<file path="src/rtl/recon_pkg.sv">
// Shared constants and state encoding for the 4x4 reconstruction stage.
package recon_pkg;

  localparam int PIX_W   = 8;    // unsigned prediction / output pixel width
  localparam int RES_W   = 9;    // signed residual width from the residual decoder
  localparam int TAG_W   = 5;    // block tag: luma 0-15, chroma 16-23
  localparam int PIX_MAX = 255;  // upper clip bound for 8-bit pixels

  typedef enum logic {
    ST_IDLE = 1'b0,
    ST_OUT  = 1'b1
  } state_t;

endpackage

</file>
<file path="src/rtl/recon_clip_add.sv">
// One-sample reconstruction: unsigned prediction plus signed residual,
// clipped to [0, PIX_MAX], with a flag raised whenever clipping occurred.
module recon_clip_add #(
  parameter int PIX_W   = recon_pkg::PIX_W,
  parameter int RES_W   = recon_pkg::RES_W,
  parameter int PIX_MAX = recon_pkg::PIX_MAX
) (
  input  logic [PIX_W-1:0]        pred,
  input  logic signed [RES_W-1:0] res,
  output logic [PIX_W-1:0]        pix,
  output logic                    clipped
);

  // One bit wider than the wider operand, so the sum can never overflow.
  localparam int SUM_W = ((PIX_W + 1 > RES_W) ? PIX_W + 1 : RES_W) + 1;
  localparam logic signed [SUM_W-1:0] MAX_S = SUM_W'(PIX_MAX);

  logic signed [SUM_W-1:0] sum;

  // Extend both operands to the common signed width, add, then clip.
  always_comb begin
    // NOTE: combinational logic uses blocking '=' and assigns every output a
    // default before any branch, so no path can leave a latch behind.
    sum     = $signed({{(SUM_W - PIX_W){1'b0}}, pred})
            + $signed({{(SUM_W - RES_W){res[RES_W-1]}}, res});
    pix     = sum[PIX_W-1:0];
    clipped = 1'b0;
    if (sum < 0) begin
      pix     = '0;
      clipped = 1'b1;
    end else if (sum > MAX_S) begin
      pix     = PIX_W'(PIX_MAX);
      clipped = 1'b1;
    end
  end

endmodule

</file>
<file path="src/rtl/recon_sum_4x4.sv">
// recon_sum_4x4: holds a 4x4 residual block and a 4x4 prediction block
// (either order, or together), then streams pred+res clipped rows out,
// one row per enabled cycle, tagged with the residual's block index.
// Optional build macro RECON_SAT_COUNT_EN adds a saturating count
// (sat_count) of clipped output samples.
module recon_sum_4x4 #(
  parameter int PIX_W = recon_pkg::PIX_W,
  parameter int RES_W = recon_pkg::RES_W
) (
  input  logic                          clk,
  input  logic                          rst_n,
  input  logic                          ena,
  input  logic                          residual_valid,
  input  logic [16*RES_W-1:0]           residual_flat,
  input  logic [recon_pkg::TAG_W-1:0]   blk_idx_in,
  output logic                          res_ready,
  input  logic                          pred_valid,
  input  logic [16*PIX_W-1:0]           pred_flat,
  output logic                          pred_ready,
  output logic                          sum_row_valid,
  output logic [1:0]                    sum_row_idx,
  output logic [4*PIX_W-1:0]            sum_row,
  output logic [recon_pkg::TAG_W-1:0]   sum_blk_idx,
  output logic                          done,
  output logic                          busy
`ifdef RECON_SAT_COUNT_EN
  ,
  output logic [15:0]                   sat_count
`endif
);

  import recon_pkg::*;

  state_t               state;
  logic [1:0]           row_cnt;
  logic                 res_held;
  logic                 pred_held;
  logic [16*RES_W-1:0]  res_q;
  logic [16*PIX_W-1:0]  pred_q;
  logic [TAG_W-1:0]     tag_q;
  logic                 res_take;
  logic                 pred_take;
  logic [4*PIX_W-1:0]   row_pix;
  logic [3:0]           row_clip;

  assign res_ready  = (state == ST_IDLE) && !res_held;
  assign pred_ready = (state == ST_IDLE) && !pred_held;
  assign busy       = res_held || pred_held || (state == ST_OUT);

  assign res_take  = ena && residual_valid && res_ready;
  assign pred_take = ena && pred_valid && pred_ready;

  // Capture block data; the held flags say whether it is meaningful.
  // NOTE: the block buffers carry no reset: they are only read while the
  // matching held flag (which is reset) is set, so resetting them buys nothing.
  always_ff @(posedge clk) begin
    if (res_take) begin
      res_q <= residual_flat;
      tag_q <= blk_idx_in;
    end
    if (pred_take) begin
      pred_q <= pred_flat;
    end
  end

  // Four adders work on the row selected by row_cnt.
  for (genvar c = 0; c < 4; c++) begin : g_col
    recon_clip_add #(
      .PIX_W   (PIX_W),
      .RES_W   (RES_W),
      .PIX_MAX ((1 << PIX_W) - 1)
    ) u_clip (
      .pred    (pred_q[PIX_W*(4*int'(row_cnt) + c) +: PIX_W]),
      .res     ($signed(res_q[RES_W*(4*int'(row_cnt) + c) +: RES_W])),
      .pix     (row_pix[PIX_W*c +: PIX_W]),
      .clipped (row_clip[c])
    );
  end

  // Control FSM with registered row outputs; everything freezes when ena is low.
  always_ff @(posedge clk or negedge rst_n) begin
    if (!rst_n) begin
      state         <= ST_IDLE;
      row_cnt       <= 2'd0;
      res_held      <= 1'b0;
      pred_held     <= 1'b0;
      sum_row_valid <= 1'b0;
      sum_row_idx   <= 2'd0;
      sum_row       <= '0;
      sum_blk_idx   <= '0;
      done          <= 1'b0;
    end else if (ena) begin
      case (state)
        ST_IDLE: begin
          sum_row_valid <= 1'b0;
          done          <= 1'b0;
          if (res_take)  res_held  <= 1'b1;
          if (pred_take) pred_held <= 1'b1;
          if ((res_held || res_take) && (pred_held || pred_take)) begin
            state   <= ST_OUT;
            row_cnt <= 2'd0;
          end
        end
        ST_OUT: begin
          sum_row_valid <= 1'b1;
          sum_row_idx   <= row_cnt;
          sum_row       <= row_pix;
          sum_blk_idx   <= tag_q;
          done          <= (row_cnt == 2'd3);
          row_cnt       <= row_cnt + 2'd1;
          if (row_cnt == 2'd3) begin
            res_held  <= 1'b0;
            pred_held <= 1'b0;
            state     <= ST_IDLE;
          end
        end
        default: state <= ST_IDLE;
      endcase
    end
  end

`ifdef RECON_SAT_COUNT_EN
  logic [2:0]  clip_cnt;
  logic [16:0] sat_sum;

  // Number of clipped samples in the row about to be registered.
  always_comb begin
    clip_cnt = 3'd0;
    for (int c = 0; c < 4; c++) begin
      clip_cnt = clip_cnt + 3'(row_clip[c]);
    end
    sat_sum = {1'b0, sat_count} + 17'(clip_cnt);
  end

  // Saturating clip counter, advanced on every row-output edge.
  always_ff @(posedge clk or negedge rst_n) begin
    if (!rst_n) begin
      sat_count <= 16'd0;
    end else if (ena && (state == ST_OUT)) begin
      sat_count <= sat_sum[16] ? 16'hFFFF : sat_sum[15:0];
    end
  end
`else
  logic unused_clip;
  assign unused_clip = ^row_clip;
`endif

endmodule
</file>
<file path="config.mk">
export PLATFORM = sky130hd
export DESIGN_NAME = recon_sum_4x4
export DESIGN_NICKNAME = d
export VERILOG_FILES = /design/src/rtl/recon_pkg.sv /design/src/rtl/recon_clip_add.sv /design/src/rtl/recon_sum_4x4.sv
export SDC_FILE = /design/constraint.sdc
export NUM_CORES = 1
export LEC_CHECK = 0
export CELL_PAD_IN_SITES_DETAIL_PLACEMENT = 1
export CELL_PAD_IN_SITES_GLOBAL_PLACEMENT = 1
export CORE_MARGIN = 4
export CORE_UTILIZATION = 41
export DETAILED_ROUTE_END_ITERATION = 8
export PLACE_DENSITY = 0.86
export SYNTH_ARGS = -nofsm -noshare
export SYNTH_HDL_FRONTEND = slang
export SYNTH_SLANG_ARGS = --single-unit
</file>
<file path="constraint.sdc">
create_clock -name clk -period 6.09 [get_ports clk]
set_clock_uncertainty 0.15 [all_clocks]
set_input_delay 1.218 -clock clk [delete_from_list [all_inputs] [get_ports clk]]
set_output_delay 1.218 -clock clk [all_outputs]
set_load 0.03 [all_outputs]
</file>
==> metrics.csv, run 1 <==
metric;value;unit
synth_cell_type_count;49;
cts_hold_buf;0;
final_util;0.570;
ctsResizeCount;0;
finalSetupTns;0;ps
synth_ff_type;edfxtp_1;
post-cts-setup-buffers;0;
synthCells;730;
antenna_left;0;
cts_root_buf;clkbuf_16;
ir_drop;0.255;mV
wl_met1;13700;um
gr-usage-all-layers;0.198;
dp_cells;1437;
syn_avg_cell_area;18.2;um^2
cp.required;6220;ps
die-width;188;um
port_buffers;325;
die_y;188;um
min_period;4070;ps
cts_buffer_depth;3;
wl_met3;1970;um
cts_tree;yes;
ys_ff_latch;323;
hold_viol;0;
final_net_count;1392;
path_cells;buf_4, mux4_2, ha_1, inv_1, fa_1, nor2b_1, o2111ai_2, nand3_1, o41ai_2, xor2_1, a311oi_1;
vias;8035;
totalWireLength;35300;um
critical_path.endpoint_type;register;
layout_commonest_cell;clkdlybuf4s50_1;
cts_buffers;36;
area_delta_synth_final;36.4;%
setup_viol;0;
timing_worst_setup_path_type;register to register;
clk_pin_slew;60;ps
p_leak;6.27;nW
diodes;0;
start_kind;register;
ys_seq_area_frac;0.714;
tightest_slew;1300;ps
layout_common_cells;clkdlybuf4s50_1, edfxtp_1, mux4_2;
synth.net_count;1049;
die_area;35300;um^2
firstDrtPassIters;5;
cp_slowest_stage_delay;830;ps
slew_headroom;0.136;
routed.top_layer;met4;
drcViolationCount;0;
critPathMaxFanout;44;
cpMaxStageDelayCell;dfrtp_4;
yosys_warnings;0;
synth-async-reset-ratio;0.142;
instances_no_fill;1499;
clock.fmax;246;MHz
rsz0062_at_grt;no;
final_area;18100;um^2
grt_pass1_vias;9213;
synth_edf_count;277;
dp_hpwl;25900;um
outcome;complete, no violations;
grt_max_degree;76;
slew_violations;0;
vias_per_cell;5.36;
antenna_found_initial;0;
met2_length;18900;um
fin_crit_sh;0.668;
clk_latency;510;ps
cap_violations;0;
grt_pass1_wl;54200;um
cp.arrival;4200;ps
cts.sinks;323;
powerDensity;456;nW/um^2
cts_max_level;2;
hp-class;register to register;
place_congestion;0.797;
io_pins;326;
wl_per_cell;23.6;um
place_area;17000;um^2
start_util;0.418;
num_rows;65;
drt_iter0_drc;508;
overflow;0;
drive_gt1_frac;0.128;
netlist_area;13300;um^2
coreArea;31700;um^2
## metrics by stage
| step | setup WS, ps | total power [mW] | hold slack (ps) |
|---|---|---|---|
| 2_1_floorplan | 432 | 5.14 | 265 |
| 4_1_cts | 1980 | 8.35 | 310 |
| 5_1_grt | 1810 | 8.73 | 333 |
| 6_report | 2020 | 8.24 | 300 |
| 3_3_place_gp | 2200 | 6.10 | 270 |
| 3_5_place_dp | 1980 | 6.28 | 290 |
## synthesized netlist by cell type, types with 2 or more instances
cell,n,area share
a21oi_4,2,0.0025
xnor2_1,9,0.0059
a311oi_1,7,0.0046
a21o_1,6,0.0034
nand2b_1,10,0.0047
a21oi_1,20,0.0075
xor2_1,13,0.0086
edfxtp_1,277,0.63
o21ai_1,14,0.0053
buf_2,11,0.0042
mux4_2,67,0.11
ha_1,33,0.031
and3_1,4,0.0019
dfrtp_1,46,0.087
buf_1,2,0.00057
a221o_1,7,0.0053
or3_1,2,0.00094
nand2_1,57,0.016
inv_1,18,0.0051
a31oi_1,5,0.0024
a22o_1,12,0.0079
o211ai_1,4,0.0023
fa_1,4,0.0060
a211oi_1,11,0.0062
o21a_1,4,0.0023
nor2_1,30,0.0085
clkbuf_1,12,0.0034
nand3_1,6,0.0023
o21ai_0,17,0.0064
## metal layers
| metal | vias to the layer above | GRT usage |
|---|---|---|
| met1 | 4088 | 0.242 |
| met5 | - | 0 |
| li1 | 3599 | - |
| met3 | 54 | 0.0411 |
| met4 | 0 | 0.0494 |
| met2 | 294 | 0.359 |
## where the power goes
| group | switching [mW] | internal (mW) | total [mW] |
|---|---|---|---|
| sequential | 0.205 | 2.62 | 2.83 |
| clock | 0.834 | 1.18 | 2.01 |
| combinational | 1.85 | 1.55 | 3.40 |
## logic make-up after synthesis
| group | Yosys count | share of synthesized area |
|---|---|---|
| compound gates | 119 | 0.0650 |
| xor+xnor | 23 | 0.0158 |
| fa+ha+maj | 37 | 0.0372 |
| buf+inv | 44 | 0.0141 |
| flops | 323 | 0.714 |
| mux | 69 | 0.115 |
| simple gates | 115 | 0.0386 |
## sequential cells by signal, indices dropped and copies added (netlist names)
register,flops
state,1
sum_row_valid,1
tag_q,5
done,1
res_q,144
pred_held,1
pred_q,128
sum_row,32
row_cnt,2
sum_row_idx,2
sum_blk_idx,5
res_held,1
## critical path: cells and delay by family (launching register included)
| kind | cells | cell delay (ps) |
|---|---|---|
| multiplexers | 1 | 390 |
| adder cells (fa/ha/maj) | 2 | 460 |
| buffers and inverters | 2 | 600 |
| XOR/XNOR | 1 | 560 |
| AO/OA/AOI/OAI | 3 | 630 |
| AND/OR/NAND/NOR | 2 | 190 |
| flip-flops | 1 | 830 |
## path summary, 6_finish.rpt
| path | start | endpoint | slack [ps] | depth (start not counted) |
|---|---|---|---|---|
| setup reg to reg | row_cnt[1] | sum_row[30] | 2020 | 11 |
| hold reg to reg | tag_q[4] | sum_blk_idx[4] | 300 | 2 |
| setup / recovery | row_cnt[1] | sum_row[30] | 2020 | 11 |
| min in group asynchronous | rst_n | sum_row[17] | 810 | 1 |
| max in group asynchronous | rst_n | row_cnt[1] | 4120 | 1 |
| hold / removal | tag_q[4] | sum_blk_idx[4] | 300 | 2 |
## area by class of cell
| type | instances | area [um^2] |
|---|---|---|
| multi-input combinational | 363 | 3620 |
| inverter | 18 | 67.6 |
| tap | 402 | 503 |
| fill | 2910 | 13600 |
| sequential | 323 | 9480 |
| clock inverter | 19 | 151 |
| clock buffer | 43 | 937 |
| timing repair buffer | 331 | 3330 |
Note: power is estimated with default switching activity, not from simulation.
==> run 2: changes to the inputs <==
==> constraint.sdc (replaced) <==
create_clock -name clk -period 4.18 [get_ports clk]
set_clock_uncertainty 0.15 [all_clocks]
set_input_delay 0.836 -clock clk [delete_from_list [all_inputs] [get_ports clk]]
set_output_delay 0.836 -clock clk [all_outputs]
set_load 0.03 [all_outputs]
==> run 2 against run 1 <==
Die area unchanged. Hold slack got worse by 180 ps. Maximum frequency rose by 11%. Count of clock-buffer cells in the layout rose by 5. Critical path depth stayed put. Setup slack worse by 1500 ps. Global-route usage grew 0.95 points. Final cell count grew 1.5%. Routed wire length up 3.8%. Non-clock buffer count is 15 higher.
==> metrics.csv, run 2 (same netlist as run 1, synthesis figures left out) <==
metric;value;unit;change
vias;8066;;was 8035
die_area;35300;um^2;unchanged
final_util;0.578;;was 0.570
clock.fmax;273;MHz;was 246 MHz
final_net_count;1408;;was 1392
cts_hold_buf;0;;unchanged
place_area;17100;um^2;was 17000 um^2
final_area;18300;um^2;was 18100 um^2
cp_slowest_stage_delay;600;ps;was 830 ps
area_delta_synth_final;38.2;%;was 36.4%
io_pins;326;;unchanged
timing.critical_path.buf_inv;2;;unchanged
reg.largest.list;res_q x144, pred_q x128, sum_row x32;;unchanged
path_cells;buf_12, mux4_2, ha_1, inv_1, fa_1, nor2b_1, o2111ai_2, nand3_1, o41ai_2, xor2_1, a311oi_1;;was buf_4, mux4_2, ha_1, inv_1, fa_1, nor2b_1, o2111ai_2, nand3_1, o41ai_2, xor2_1, a311oi_1
multi_input_area;3620;um^2;unchanged
timing_worst_setup_path_type;register to register;;unchanged
cts_tree;yes;;unchanged
ctsResizeCount;0;;unchanged
start_kind;register;;unchanged
setup_viol;0;;unchanged
layout_common_cells;clkdlybuf4s50_1, edfxtp_1, mux4_2;;unchanged
largest_reg_flops;144;;unchanged
antenna_found_initial;5;;was 0
antenna_left;0;;unchanged
overflow;0;;unchanged
firstDrtPassIters;5;;unchanged
clk_latency;510;ps;about the same
port_buffers;325;;unchanged
drcViolationCount;0;;unchanged
cts.sinks;323;;unchanged
cts_root_buf;clkbuf_16;;unchanged
hold_viol;0;;unchanged
max_flop_register;res_q;;unchanged
drive_gt1_frac;0.141;;was 0.128
p_total;12.3;mW;was 8.24 mW
gr-usage-all-layers;0.207;;was 0.198
min_period;3660;ps;was 4070 ps
clk_pin_slew;60;ps;about the same
hp-class;input pin to asynchronous set/reset pin;;was register to register
regArea;9480;um^2;unchanged
coreArea;31700;um^2;unchanged
slew_violations;0;;unchanged
grt_max_degree;56;;was 76
layout_commonest_cell;clkdlybuf4s50_1;;unchanged
tightest_slew;671;ps;was 1300 ps
wl_per_cell;24.1;um;was 23.6 um
path_delay_family;compound AO/OA/AOI/OAI gates;;was flip-flops
dp_hpwl;26700;um;was 25900 um
ir_drop;0.316;mV;was 0.255 mV
grt_pass1_vias;9317;;was 9213
powerDensity;672;nW/um^2;was 456 nW/um^2
outcome;complete, no violations;;unchanged
cpMaxStageDelayCell;dfrtp_4;;unchanged
nFillCells;2837;;was 2910
place_congestion;0.784;;was 0.797
critical_path.endpoint_type;register;;unchanged
die_y;188;um;unchanged
post-cts-setup-buffers;0;;unchanged
p_leak;6.39;nW;was 6.27 nW
timing.hold.ws;121;ps;was 300 ps
cp.required;4360;ps;was 6220 ps
cts_max_level;2;;unchanged
cts_buffers;37;;was 36
die-width;188;um;unchanged
drt_iter0_drc;395;;was 508
vias_per_cell;5.30;;was 5.36
grt_pass1_wl;56100;um;was 54200 um
cap_violations;0;;unchanged
cp.arrival;3850;ps;was 4200 ps
num_rows;65;;unchanged
rsz0062_at_grt;no;;unchanged
fin_crit_sh;0.876;;was 0.668
cts_buffer_depth;3;;unchanged
slew_headroom;0.553;;was 0.136
critPathMaxFanout;27;;was 44
start_util;0.418;;unchanged
finalSetupTns;0;ps;unchanged
totalWireLength;36700;um;was 35300 um
## run 2: changes by cell type in the layout (fill, tap and decap cells not counted), moves of 3 or more
cell,previous run,this run
clkinv_2,8,5
bufinv_16,2,5
buf_4,3,16
clkbuf_1,6,11
## run 2: layer usage
layer,part of all wire,global-route usage
met2,0.53,0.371
met3,0.080,0.0640
met1,0.37,0.241
met5,0.0011,0
met4,0.028,0.0604
## run 2: metrics by stage
step | worst slack [ps] | cells
detailed placement | 485 | 1452
finish | 517 | 1521
CTS | 463 | 1519
global route | 175 | 1521
floorplan | 632 | 730
global placement | 660 | 1452
## run 2: area by class of cell
| type | instances | area share |
|---|---|---|
| Antenna cell | 2 | 0.000273 |
| Multi-Input combinational cell | 363 | 0.197 |
| Sequential cell | 323 | 0.517 |
| Inverter | 18 | 0.00369 |
| Tap cell | 402 | 0.0274 |
| Clock inverter | 19 | 0.0124 |
| Clock buffer | 48 | 0.0528 |
| Timing Repair Buffer | 346 | 0.189 |
## run 2: final timing paths
check                           start             end  slack (ps)  depth (start not counted)
setup / recovery           row_cnt[0]     sum_row[29]         520                         11
max in group asynchronous       rst_n      row_cnt[0]        2940                          2
setup reg to reg           row_cnt[0]     sum_row[29]         520                         11
hold / removal                  rst_n      sum_row[2]         120                          1
hold reg to reg              tag_q[2]  sum_blk_idx[2]         300                          2
min in group clk             tag_q[2]  sum_blk_idx[2]         300                          2
## run 2: power by group
| part | switching (mW) | internal (mW) | leakage (nW) | total (mW) |
|---|---|---|---|---|
| Combinational | 2.72 | 2.32 | 2.77 | 5.04 |
| Sequential | 0.251 | 3.82 | 3.04 | 4.07 |
| Clock | 1.26 | 1.95 | 0.580 | 3.21 |
| Total | 4.23 | 8.09 | 6.39 | 12.3 |
==> run 3: changes to the inputs <==
--- a/config.mk
+++ b/config.mk
@@ -7,7 +7,7 @@
 export LEC_CHECK = 0
 export CELL_PAD_IN_SITES_DETAIL_PLACEMENT = 1
 export CELL_PAD_IN_SITES_GLOBAL_PLACEMENT = 1
-export CORE_MARGIN = 4
+export CORE_MARGIN = 5
 export CORE_UTILIZATION = 41
 export DETAILED_ROUTE_END_ITERATION = 8
 export PLACE_DENSITY = 0.86
==> run 3 against run 2 <==
Design area shrank 0.58%. Critical endpoint is now sum_row[22]. Die area grew 2.1%. Combinational power shrank 1%. Final cell count shrank 0.33%. Core utilization is 0.34 points lower. Flip-flop and latch count stayed put. Largest power group unchanged. Largest cell class unchanged. Routed wire length fell by 1.3%. Maximum frequency up 1.5%. Register-to-register slack better by 50 ps. Power decreased by 2.1%. First-iteration DRC count down 4.3%. Via count is 0.37% lower.
==> metrics.csv, run 3 (same netlist as run 1, synthesis figures left out) <==
metric;value;unit;change
drive_gt1_frac;0.137;;was 0.141
rsz0062_at_grt;no;;unchanged
max_flop_register;res_q;;unchanged
io_pins;326;;unchanged
die_y;190;um;was 188 um
reg.largest.list;res_q x144, pred_q x128, sum_row x32;;unchanged
layout_commonest_cell;clkdlybuf4s50_1;;unchanged
num_rows;65;;unchanged
outcome;complete, no violations;;unchanged
timing_worst_setup_path_type;register to register;;unchanged
cp.arrival;3850;ps;about the same
largest_reg_flops;144;;unchanged
cap_violations;0;;unchanged
cts_tree;yes;;unchanged
antenna_left;0;;unchanged
cts_max_level;2;;unchanged
hold_viol;0;;unchanged
cts_buffers;36;;was 37
cts_buffer_depth;3;;unchanged
ir_drop;0.338;mV;was 0.316 mV
rr_startpoint;row_cnt[1];;was row_cnt[0]
gr-usage-all-layers;0.199;;was 0.207
drt_iter0_drc;378;;was 395
diodes;0;;was 2
cts.sinks;323;;unchanged
ctsResizeCount;0;;unchanged
min_period;3610;ps;was 3660 ps
crit_start;row_cnt[1];;was row_cnt[0]
cts_hold_buf;0;;unchanged
tightest_slew;648;ps;was 671 ps
hp-class;input pin to asynchronous set/reset pin;;unchanged
die-width;190;um;was 188 um
layout_common_cells;clkdlybuf4s50_1, edfxtp_1, mux4_2;;unchanged
timing.hold.ws;184;ps;was 121 ps
start_util;0.418;;unchanged
slew_headroom;0.566;;was 0.553
clk_latency;510;ps;about the same
drcViolationCount;0;;unchanged
overflow;0;;unchanged
vias_per_cell;5.30;;about the same
dp_hpwl;27000;um;was 26700 um
setup_viol;0;;unchanged
final_net_count;1406;;was 1408
p_leak;6.34;nW;was 6.39 nW
cts_root_buf;clkbuf_16;;unchanged
clk_pin_slew;60;ps;about the same
die_area;36000;um^2;was 35300 um^2
clock.fmax;277;MHz;was 273 MHz
vias;8036;;was 8066
fin_crit_sh;0.864;;was 0.876
critical_path.endpoint_type;register;;unchanged
powerDensity;661;nW/um^2;was 672 nW/um^2
grt_pass1_vias;9281;;was 9317
critPathMaxFanout;39;;was 27
grt_pass1_wl;54800;um;was 56100 um
start_kind;register;;unchanged
finalSetupTns;0;ps;unchanged
area_delta_synth_final;37.4;%;was 38.2%
firstDrtPassIters;4;;was 5
nFillCells;2857;;was 2837
cp.required;4420;ps;was 4360 ps
port_buffers;325;;unchanged
totalWireLength;36200;um;was 36700 um
worst_r2r_path_depth;11;;unchanged
timing.rr.end;sum_row[22];;was sum_row[29]
coreArea;31700;um^2;unchanged
crit_end;sum_row[22];;was sum_row[29]
grt_max_degree;49;;was 56
r2r_slack;570;ps;was 520 ps
antenna_found_initial;2;;was 5
post-cts-setup-buffers;0;;unchanged
wl_per_cell;23.9;um;was 24.1 um
place_congestion;0.819;;was 0.784
slew_violations;0;;unchanged
==> run 3: cell types whose count changed in the layout (fill, tap and decap cells not counted), sizes merged <==
| cell | previous run | this run |
|---|---|---|
| buf | 22 | 21 |
| inv | 20 | 18 |
| clkinv | 11 | 10 |
| diode | 2 | 0 |
| clkbuf | 48 | 54 |
| bufinv | 5 | 0 |
==> run 3: per-layer routing <==
| metal | up-vias | part of all wire | GRT usage |
|---|---|---|---|
| met1 | 4054 | 0.38 | 0.233 |
| met2 | 291 | 0.52 | 0.357 |
| met3 | 56 | 0.079 | 0.0639 |
| met4 | 4 | 0.024 | 0.0506 |
| li1 | 3631 | - | - |
| met5 | - | 0.00069 | 0 |
==> run 3: power breakdown <==
group	internal, mW	switching, mW	leakage (nW)	total, mW
Sequential	3.82	0.273	3.04	4.09
Combinational	2.31	2.68	2.77	4.99
Clock	1.74	1.23	0.542	2.97
==> run 3: critical path, cell delays in order (launching register included) <==
cell and delay [ps]:
dfrtp_4 850, buf_4 320, mux4_2 210, ha_1 180
inv_1 60, fa_1 390, nand2b_1 160, a21oi_1 260
a21oi_1 170, xor2_2 360, o21ai_1 130, a22o_1 230
==> run 3: final cells by class <==
cell class | instances | area [um^2] | area share
Inverter | 18 | 67.6 | 0.00371
Clock inverter | 11 | 62.6 | 0.00343
Tap cell | 402 | 503 | 0.0276
Clock buffer | 54 | 1050 | 0.0577
Multi-Input combinational cell | 363 | 3620 | 0.199
Sequential cell | 323 | 9480 | 0.520
Timing Repair Buffer | 345 | 3450 | 0.189
==> run 3: metrics by stage <==
stage	util	area, um^2	instances	worst slack, ps	power (mW)
final	0.575	18200	1516	570	12.1
after global routing	0.575	18200	1516	222	12.8
after global placement	0.540	17100	1451	615	8.97
after CTS	0.575	18200	1516	510	12.2
after floorplan	-	13300	730	632	7.49
after detailed placement	0.540	17100	1451	532	9.18
==> run 3: worst min-delay path by stage <==
stage                         from             end  slack, ps  cells after the start
after floorplan           tag_q[0]  sum_blk_idx[0]        260                      2
after global routing         rst_n      sum_row[2]        220                      1
after detailed placement  tag_q[1]  sum_blk_idx[1]        280                      2
after global placement    tag_q[4]  sum_blk_idx[4]        270                      2
final                        rst_n      sum_row[2]        180                      1
after CTS                    rst_n      sum_row[4]        190                      1
